File: config.mk
export PLATFORM = sky130hd
export DESIGN_NAME = rgb_fade_flat
export DESIGN_NICKNAME = d
export VERILOG_FILES = /design/src/rtl/rgb_pkg.sv /design/src/rtl/rgb_fade_if.sv /design/src/rtl/rgb_pwm_chan.sv /design/src/rtl/rgb_fade.sv /design/src/flat_wrapper.sv
export SDC_FILE = /design/constraint.sdc
export NUM_CORES = 1
export LEC_CHECK = 0
export ABC_AREA = 1
export CELL_PAD_IN_SITES_DETAIL_PLACEMENT = 0
export CELL_PAD_IN_SITES_GLOBAL_PLACEMENT = 1
export CORE_MARGIN = 2
export CORE_UTILIZATION = 35
export DETAILED_ROUTE_END_ITERATION = 16
export MAX_ROUTING_LAYER = met4
export PLACE_DENSITY_LB_ADDON = 0.1
export SYNTH_ARGS = -nofsm -noshare
export SYNTH_HDL_FRONTEND = slang
export SYNTH_SLANG_ARGS = --single-unit
File: constraint.sdc
create_clock -name i_clk -period 2.25 [get_ports i_clk]
set_input_delay 0.5625 -clock i_clk [delete_from_list [all_inputs] [get_ports i_clk]]
set_output_delay 0.5625 -clock i_clk [all_outputs]
set_load 0.01 [all_outputs]
File: src/rtl/rgb_pkg.sv
// Shared types and defaults for the RGB fade block.
// Channel state encoding and the prescaler width helper.
package rgb_pkg;

    typedef enum logic [1:0] {
        IDLE = 2'd0,
        RISE = 2'd1,
        FALL = 2'd2
    } chan_state_e;

    localparam int PWM_BITS_DEF = 8;
    localparam int FADE_DIV_DEF = 24_000;
    localparam int STEP_DEF     = 1;

    function automatic int cnt_w(input int n);
        return (n > 1) ? $clog2(n) : 1;
    endfunction

endpackage

File: src/rtl/rgb_fade_if.sv
// Colour request and LED drive bundle for rgb_fade.
// The sequencer side is master, the fade block is slave.
interface rgb_fade_if;

    logic [2:0] i_rgb;
    logic       o_ledr;
    logic       o_ledg;
    logic       o_ledb;
    logic       o_busy;

    modport master (
        output i_rgb,
        input  o_ledr,
        input  o_ledg,
        input  o_ledb,
        input  o_busy
    );

    modport slave (
        input  i_rgb,
        output o_ledr,
        output o_ledg,
        output o_ledb,
        output o_busy
    );

endinterface

File: src/rtl/rgb_pwm_chan.sv
// One LED channel: duty register, fade FSM, PWM compare
// and registered pin drive.
module rgb_pwm_chan
    import rgb_pkg::*;
#(
    parameter int PWM_BITS   = PWM_BITS_DEF,
    parameter int STEP       = STEP_DEF,
    parameter bit ACTIVE_LOW = 1'b1
) (
    input  logic                i_clk,
    input  logic                i_rst_n,
    input  logic                i_tgt,
    input  logic                i_upd,
    input  logic [PWM_BITS-1:0] i_cnt,
    output logic                o_led,
    output logic                o_busy
);

    localparam int W = PWM_BITS + 1;
    localparam logic [W-1:0] MAX_X  = {1'b0, {PWM_BITS{1'b1}}};
    localparam logic [W-1:0] STEP_X = W'(STEP);

    logic [PWM_BITS-1:0] duty_q, duty_d;
    chan_state_e         st_q, st_d;
    logic                led_q, led_d;
    logic [W-1:0]        duty_x, tgt_x, up_x, dn_x;

    // Step the duty toward the target, clamping at the target.
    always_comb begin
        duty_x = {1'b0, duty_q};
        tgt_x  = i_tgt ? MAX_X : '0;
        up_x   = duty_x + STEP_X;
        dn_x   = duty_x - STEP_X;
        duty_d = duty_q;
        st_d   = IDLE;
        unique case (1'b1)
            (duty_x < tgt_x): begin
                st_d = RISE;
                if (i_upd) begin
                    duty_d = (up_x > tgt_x) ?
                        tgt_x[PWM_BITS-1:0] :
                        up_x[PWM_BITS-1:0];
                end
            end
            (duty_x > tgt_x): begin
                st_d = FALL;
                if (i_upd) begin
                    duty_d = (dn_x[PWM_BITS] || dn_x < tgt_x) ?
                        tgt_x[PWM_BITS-1:0] :
                        dn_x[PWM_BITS-1:0];
                end
            end
            default: st_d = IDLE;
        endcase
        led_d = (duty_q == '1) ||
                ((duty_q != '0) && (duty_q > i_cnt));
    end

    // Channel state, duty and pin drive registers.
    always_ff @(posedge i_clk or negedge i_rst_n) begin
        if (!i_rst_n) begin
            duty_q <= '0;
            st_q   <= IDLE;
            led_q  <= ACTIVE_LOW;
        end else begin
            duty_q <= duty_d;
            st_q   <= st_d;
            led_q  <= led_d ^ ACTIVE_LOW;
        end
    end

    assign o_led  = led_q;
    assign o_busy = (st_q != IDLE);

endmodule

File: src/rtl/rgb_fade.sv
// RGB LED fader: shared PWM counter and fade prescaler
// driving three independent fading channels.
module rgb_fade
    import rgb_pkg::*;
#(
    parameter int PWM_BITS   = PWM_BITS_DEF,
    parameter int FADE_DIV   = FADE_DIV_DEF,
    parameter int STEP       = STEP_DEF,
    parameter bit ACTIVE_LOW = 1'b1
) (
    input  logic       i_clk,
    input  logic       i_rst_n,
    rgb_fade_if.slave  bus
);

    localparam int PW = cnt_w(FADE_DIV);
    localparam logic [PW-1:0] PRE_LAST = PW'(FADE_DIV - 1);

    logic [1:0]          rsync_q;
    logic                rst_n;
    logic [PWM_BITS-1:0] cnt_q, cnt_d;
    logic [PW-1:0]       pre_q, pre_d;
    logic                pend_q, pend_d;
    logic [2:0]          tgt_q;
    logic                wrap, upd;
    logic                busy_r, busy_g, busy_b;
    logic                led_r, led_g, led_b;

    // Assert reset at once, release it two edges later.
    always_ff @(posedge i_clk or negedge i_rst_n) begin
        if (!i_rst_n) begin
            rsync_q <= '0;
        end else begin
            rsync_q <= {rsync_q[0], 1'b1};
        end
    end

    assign rst_n = rsync_q[1];

    always_comb begin
        wrap   = (pre_q == PRE_LAST);
        upd    = (cnt_q == '1) && pend_q;
        cnt_d  = cnt_q + PWM_BITS'(1);
        pre_d  = wrap ? '0 : pre_q + PW'(1);
        pend_d = wrap | (pend_q & ~upd);
    end

    // Shared PWM counter, fade prescaler and colour target.
    always_ff @(posedge i_clk or negedge rst_n) begin
        if (!rst_n) begin
            cnt_q  <= '0;
            pre_q  <= '0;
            pend_q <= 1'b0;
            tgt_q  <= '0;
        end else begin
            cnt_q  <= cnt_d;
            pre_q  <= pre_d;
            pend_q <= pend_d;
            tgt_q  <= bus.i_rgb;
        end
    end

    rgb_pwm_chan #(
        .PWM_BITS   (PWM_BITS),
        .STEP       (STEP),
        .ACTIVE_LOW (ACTIVE_LOW)
    ) u_red (
        .i_clk   (i_clk),
        .i_rst_n (rst_n),
        .i_tgt   (tgt_q[2]),
        .i_upd   (upd),
        .i_cnt   (cnt_q),
        .o_led   (led_r),
        .o_busy  (busy_r)
    );

    rgb_pwm_chan #(
        .PWM_BITS   (PWM_BITS),
        .STEP       (STEP),
        .ACTIVE_LOW (ACTIVE_LOW)
    ) u_grn (
        .i_clk   (i_clk),
        .i_rst_n (rst_n),
        .i_tgt   (tgt_q[1]),
        .i_upd   (upd),
        .i_cnt   (cnt_q),
        .o_led   (led_g),
        .o_busy  (busy_g)
    );

    rgb_pwm_chan #(
        .PWM_BITS   (PWM_BITS),
        .STEP       (STEP),
        .ACTIVE_LOW (ACTIVE_LOW)
    ) u_blu (
        .i_clk   (i_clk),
        .i_rst_n (rst_n),
        .i_tgt   (tgt_q[0]),
        .i_upd   (upd),
        .i_cnt   (cnt_q),
        .o_led   (led_b),
        .o_busy  (busy_b)
    );

    assign bus.o_ledr = led_r;
    assign bus.o_ledg = led_g;
    assign bus.o_ledb = led_b;
    assign bus.o_busy = busy_r | busy_g | busy_b;

endmodule

File: src/flat_wrapper.sv
// flat-port wrapper written by rule: the top's interface ports become plain ports
module rgb_fade_flat import rgb_pkg::*;
#(
    parameter int PWM_BITS   = PWM_BITS_DEF,
    parameter int FADE_DIV   = FADE_DIV_DEF,
    parameter int STEP       = STEP_DEF,
    parameter bit ACTIVE_LOW = 1'b1
)
  (i_clk, i_rst_n, bus_i_rgb, bus_o_ledr, bus_o_ledg, bus_o_ledb, bus_o_busy);
  rgb_fade_if bus_i ();
  input  logic i_clk;
  input  logic i_rst_n;
  input wire logic [$bits(bus_i.i_rgb)-1:0] bus_i_rgb;
  output wire logic [$bits(bus_i.o_ledr)-1:0] bus_o_ledr;
  output wire logic [$bits(bus_i.o_ledg)-1:0] bus_o_ledg;
  output wire logic [$bits(bus_i.o_ledb)-1:0] bus_o_ledb;
  output wire logic [$bits(bus_i.o_busy)-1:0] bus_o_busy;
  assign bus_i.i_rgb = bus_i_rgb;
  assign bus_o_ledr = bus_i.o_ledr;
  assign bus_o_ledg = bus_i.o_ledg;
  assign bus_o_ledb = bus_i.o_ledb;
  assign bus_o_busy = bus_i.o_busy;
  rgb_fade #(.PWM_BITS(PWM_BITS), .FADE_DIV(FADE_DIV), .STEP(STEP), .ACTIVE_LOW(ACTIVE_LOW)) u_core (.i_clk(i_clk), .i_rst_n(i_rst_n), .bus(bus_i));
endmodule
* Word-level counts from Yosys, hierarchy flattened
Cells that the tools add are included.
** Word-level totals
- Flip-flop bits (word level) :: 62
- Bits of input ports :: 5
- Output and inout port bits :: 4
** Operators by class
- Add/subtract/negate cells :: 8
- $lt $le $gt $ge :: 15
- Eq/ne operators :: 11
- Mux-type cells :: 22
- Bitwise operators :: 8
- Reduce and logical (&&, ||, !) cells :: 22
** Operators by type and width (number)
- $mux 8 :: 15
- $pmux 8 s2 :: 3
- $eq 8x8->1 const B :: 4
- $add 8x1->9 const B :: 3
- $gt 8x9->1 :: 3
- $gt 9x9->1 :: 3
- $lt 8x9->1 :: 3
- $lt 9x9->1 :: 3
- $sub 8x1->9 const B :: 3
- $gt 8x8->1 :: 3
- $reduce_bool 8->1 :: 3
- $add 15x1->15 const B :: 1
- $eq 15x15->1 const B :: 1
- $mux 15 :: 1
- $ne 2x2->1 const B :: 6
- $pmux 2 s2 :: 3
- $reduce_bool 2->1 :: 6
- $reduce_and 3->1 :: 3
- $add 8x1->8 const B :: 1
- $logic_or 1x1->1 :: 6
- $logic_and 1x1->1 :: 4
- $not 1->1 :: 4
- $or 1x1->1 :: 3
- $and 1x1->1 :: 1

* Depth between registers and ports, before layout
Gate-level depths: netlist of the first run.
- Depth after elaboration :: 6
- Depth in mapped cells :: 19
- Mapped depth without buffers :: 19

* Cells and area by module
A second synthesis of the first run with hierarchy kept.
** Second synthesis, totals
- Cells, all modules :: 865
- Area total of the unflattened synthesis :: 6271.0 sq um
** By module, submodules not included
- rgb_pwm_chan at u_core.u_blu ... :: times used 2, cells each 241, area an instance 1645.3 sq um, seq. area each 276.5 sq um
- rgb_pwm_chan at u_core.u_grn :: times used 1, cells each 239, area an instance 1690.4 sq um, seq. area each 276.5 sq um
- rgb_fade :: times used 1, cells each 144, area an instance 1290.0 sq um, seq. area each 725.7 sq um

* Worst setup path after synthesis of the first run
Ideal clock, no wire load.
- Path type :: register to register
- Start :: register u_core.u_blu.duty_q[0]
- End :: register u_core.u_blu.duty_q[0]
- Setup time :: 0.118 ns
- Arrival :: 2.363 ns
- Required time :: 2.132 ns
- Setup slack :: -0.231 ns
- Stages on the path, launching flop included :: 19
- Buffers on the path :: 0
- Clock period less this slack :: 2.481 ns
- Path through :: dfrtp_1 -> inv_1 -> ha_1 -> nand2_1 -> nor2_1 -> nand3_1 -> xor2_1 -> ha_1 -> nand2_1 -> inv_1 -> nand2_1 -> nand2_1 -> nand2_1 -> nand2_1 -> nand2_1 -> nand2_1 -> nand3_1 -> nand3_1 -> nand2_1
** Between the ends
- Cells in the longest elaborated chain, start to end :: 6
** Ends and longest elaborated chain
- start, declared :: RTL line rgb_pwm_chan.sv:23 : logic [PWM_BITS-1:0] duty_q, duty_d;
- start signal, assigned :: RTL line rgb_pwm_chan.sv:66 : duty_q <= duty_d;
- $sub 8x1->9 :: RTL line rgb_pwm_chan.sv:33 : dn_x = duty_x - STEP_X;
- $lt 9x9->1 :: RTL line rgb_pwm_chan.sv:48 : duty_d = (dn_x[PWM_BITS] || dn_x < tgt_x) ?
- $logic_or 1x1->1 :: RTL line rgb_pwm_chan.sv:48
- $mux 8 :: RTL line rgb_pwm_chan.sv:48
- $mux 8 :: RTL line rgb_pwm_chan.sv:47 : if (i_upd) begin
- $pmux 8 s2 :: RTL line rgb_pwm_chan.sv:36 : unique case (1'b1)
Parallel ways exist; a longest one is shown, timed or not. The select of a mux whose other input is x is not followed.
A chain may end at the register's enable or synchronous reset.

* Worst setup path after layout of the first run
- Start :: register u_core.u_red.duty_q[1]
- End :: register u_core.u_red.duty_q[1]
** Between the ends
- Cells in the longest elaborated chain, start to end :: 6
** Ends and longest elaborated chain (RTL line)
- start, declared :: rgb_pwm_chan.sv:23
- start signal, assigned :: rgb_pwm_chan.sv:66
- $sub 8x1->9 :: rgb_pwm_chan.sv:33
- $lt 9x9->1 :: rgb_pwm_chan.sv:48
- $logic_or 1x1->1 :: rgb_pwm_chan.sv:48
- $mux 8 :: rgb_pwm_chan.sv:48
- $mux 8 :: rgb_pwm_chan.sv:47
- $pmux 8 s2 :: rgb_pwm_chan.sv:36
Parallel ways exist; a longest one is shown, timed or not. The select of a mux whose other input is x is not followed.

==> impl_metrics.py, run 1 <==
metrics = {
    "timing": {
        "hold_slack_ns": 0.247,
        "slew_violations": 0,
        "fin_ws_ns": -0.336,
        "tightest_slew_ns": 0.659,
        "setup_viol": 24,
        "fin_skew_ns": 0.00584,
        "max_slew_margin_pct": 56.0,
        "hold_viol": 0,
        "finalCriticalPeriod_ns": 2.59,
        "rsz0062_at_grt": "true",
        "clock.fmax_mhz": 387,
        "period_share_pct": 115,
    },
    "synth": {
        "synth_area_sq_um": 6320,
        "netlist_top_cells_area": "dfrtp_1, ha_1, nand2_1",
        "synth_top_area_cell": "dfrtp_1",
        "ys_seq_area_share_pct": 24.6,
        "ys_types": 51,
        "yosysTopAreaCellShare_pct": 23.4,
        "synthCells": 834,
        "synth-seq-cells": 62,
        "syn_area_per_cell_sq_um": 7.57,
        "yosys_warnings": 0,
        "synthesis.nets": 943,
    },
    "global_route": {
        "grt_pass1_vias": 5917,
        "grt_util_all_layers_pct": 19.4,
        "grt_pass1_wl_mm": 29.6,
        "antenna_found_initial": 0,
        "grt_max_degree": 42,
        "grt_overflow": 0,
    },
    "cells_and_area": {
        "layout_common_cells": "buf_4, nand2_1, ha_1",
        "fin_nets": 1122,
        "layoutNonFillerInstCount": 1247,
        "n_fill_cell": 1664,
        "diodes": 0,
        "area_growth_syn_to_layout_pct": 46.5,
        "register_area_sq_um": 1560,
        "multiInputGateArea_sq_um": 5310,
        "drive_above_1_share_pct": 42.5,
        "final_common_cell": "buf_4",
    },
    "critical_path": {
        "critPathMaxFanout": 8,
        "crit_required_ns": 2.48,
        "crit_type": "reg -> reg",
        "endpoint_kind": "flop",
        "crit_arrival_ns": 2.82,
        "start_kind": "flop",
        "path_cells": "buf_6 -> nand3_4 -> nor3_4 -> buf_4 -> nand4_1 -> nand2_1 -> inv_2 -> ha_4 -> nor3b_4 -> nand3_4 -> nand3_4 -> nand2_8 -> nor2_2 -> nor2_1 -> nand2_1 -> nand2_1",
        "critPathSlowestCell": "dfrtp_2",
        "slowest_delay_ns": 0.42,
    },
    "job": {
        "max-cap-violations": 0,
    },
    "place": {
        "detailed_place_hpwl_mm": 13.7,
        "dp_slack_ns": -0.329,
        "gp_congestion": 0.849,
        "place_inst": 1191,
        "port_buffers": 8,
    },
    "floorplan": {
        "start_util_pct": 35.4,
        "io_pins": 9,
        "coreArea_sq_um": 17800,
        "chipWidth_um": 138,
        "die_y_um": 138,
        "die_area_sq_um": 19100,
        "fp-row-count": 49,
    },
    "route": {
        "vias_per_cell": 4.94,
        "drc": 0,
        "wl_per_cell_um": 14.8,
        "drt_pre_antenna_iters": 4,
        "ant_nets": 0,
        "wirelength_mm": 18.5,
        "first_iter_violations": 281,
        "dr_total_vias": 6159,
    },
    "pwr": {
        "power_density_nw_per_um2": 316,
        "p_leak_nw": 4.64,
        "ir_worst_vdd_uv": 344,
        "p_total_mw": 2.92,
    },
    "cts": {
        "clk_pin_slew_ns": 0.06,
        "numCtsBuffers": 9,
        "clk_path_buf_depth": 2,
        "htree_levels": 3,
        "ctsHoldBuffers": 0,
        "cts_sinks": 62,
        "worstSkewPairLatency_ns": 0.34,
        "root_buffer": "clkbuf_16",
        "cts_tree": "done",
    },
    "min_path": {
        "hold_path_class": "reg -> async",
    },
    "run_status": {
        "failed_checks": "setup timing",
        "outcome": "complete, but fails checks",
    },
}
[Yosys cell counts, drive strengths merged]
cell / count
nand2: 196
nand3: 117
ha: 104
inv: 103
nor2: 81
dfrtp: 59
a21oi: 40
xor2: 37
nand4: 17
nor3: 13
o21ai: 13
a21o: 9
buf: 8
a21boi: 6
clkinv: 4
nor4: 4
a31oi: 3
dfstp: 3
nor3b: 3
a221oi: 2
nand3b: 2
o211ai: 2
o31ai: 2
a211oi: 1
and3: 1
conb: 1
o21bai: 1
o22a: 1
o41ai: 1
[final cells by class]
cell class              instances  area share [%]
flip-flops and latches         62            16.9
repair buffers                172            15.1
multi-input cells             661            57.3
inverters                     107            4.49
clock inverters                 7           0.703
well taps                     229            3.10
clock buffers                   9            2.43
[repair_timing]
action / in CTS / in global routing
pin swaps: 70 / 73
buffers inserted: 19 / 17
setup endpoints to repair: 24 / 24
gates cloned: 4 / 0
gates resized for setup: 70 / 122
[state kept, by name (all words and copies together) (netlist names), 2 cells and up]
register,cells
u_core.pre_q,15
u_core.u_red.duty_q,8
u_core.tgt_q,3
u_core.u_red.st_q,2
u_core.cnt_q,8
u_core.u_grn.st_q,2
u_core.u_blu.duty_q,8
u_core.u_grn.duty_q,8
u_core.u_blu.st_q,2
u_core.rsync_q,2
[metrics by stage]
stage,util (%),cell area (sq um),TNS [ns]
finish,51.9,9260,-5.82
global route,51.9,9260,-9.98
CTS,47.9,8540,-5.72
detailed placement,43.5,7760,-6.97
global placement,43.5,7760,-6.09
floorplan,-,6460,-1.88
[cells by family after synthesis]
logic type / Yosys count / share of synthesized area [%]
and+or+nand+nor: 434 / 34.2
buffers and inverters: 115 / 7.31
adders and majority gates: 104 / 20.6
AOI/OAI and AO/OA: 81 / 8.04
DFF: 62 / 24.6
xor gates and xnor gates: 37 / 5.13
other: 1 / 0.0594
[final timing paths]
kind,start,endpoint,slack [ns],cells past startpoint
min reg2reg,u_core.rsync_q[1],u_core.tgt_q[2],0.25,0
max in group asynchronous,u_core.rsync_q[1],u_core.u_blu.o_led,1.33,1
min in group i_clk,u_core.rsync_q[0],u_core.rsync_q[1],0.36,0
max,u_core.u_red.duty_q[1],u_core.u_red.duty_q[1],-0.34,16
max reg2reg,u_core.u_red.duty_q[1],u_core.u_red.duty_q[1],-0.34,16
min,u_core.rsync_q[1],u_core.tgt_q[2],0.25,0
[report_power, final]
part	switching, mW	internal, mW
combinational	0.242	0.169
sequential	0.0135	1.12
clock	0.603	0.772
total	0.859	2.06
[layer usage]
| metal | routed length, um | global-route usage, % |
|---|---|---|
| met4 | 320 | 4.24 |
| met3 | 430 | 1.97 |
| met2 | 8800 | 31.6 |
| met1 | 8920 | 26.4 |
| met5 | 0 | - |
[worst max-delay path, delay by kind of cell (launching register included)]
kind | cells | cell delay, ns
adder cells (fa/ha/maj) | 1 | 0.26
AND/OR/NAND/NOR | 12 | 1.45
flip-flops | 1 | 0.42
buffers and inverters | 3 | 0.33
Note: power is estimated with default switching activity, not from simulation.
==> run 2, diff against run 1 <==
CTS_BUF_LIST = sky130_fd_sc_hd__clkbuf_4 sky130_fd_sc_hd__clkbuf_8 sky130_fd_sc_hd__clkbuf_16   (was unset)
==> results of run 2 <==
Final layout, timing and power as in run 1 (identical DEF).
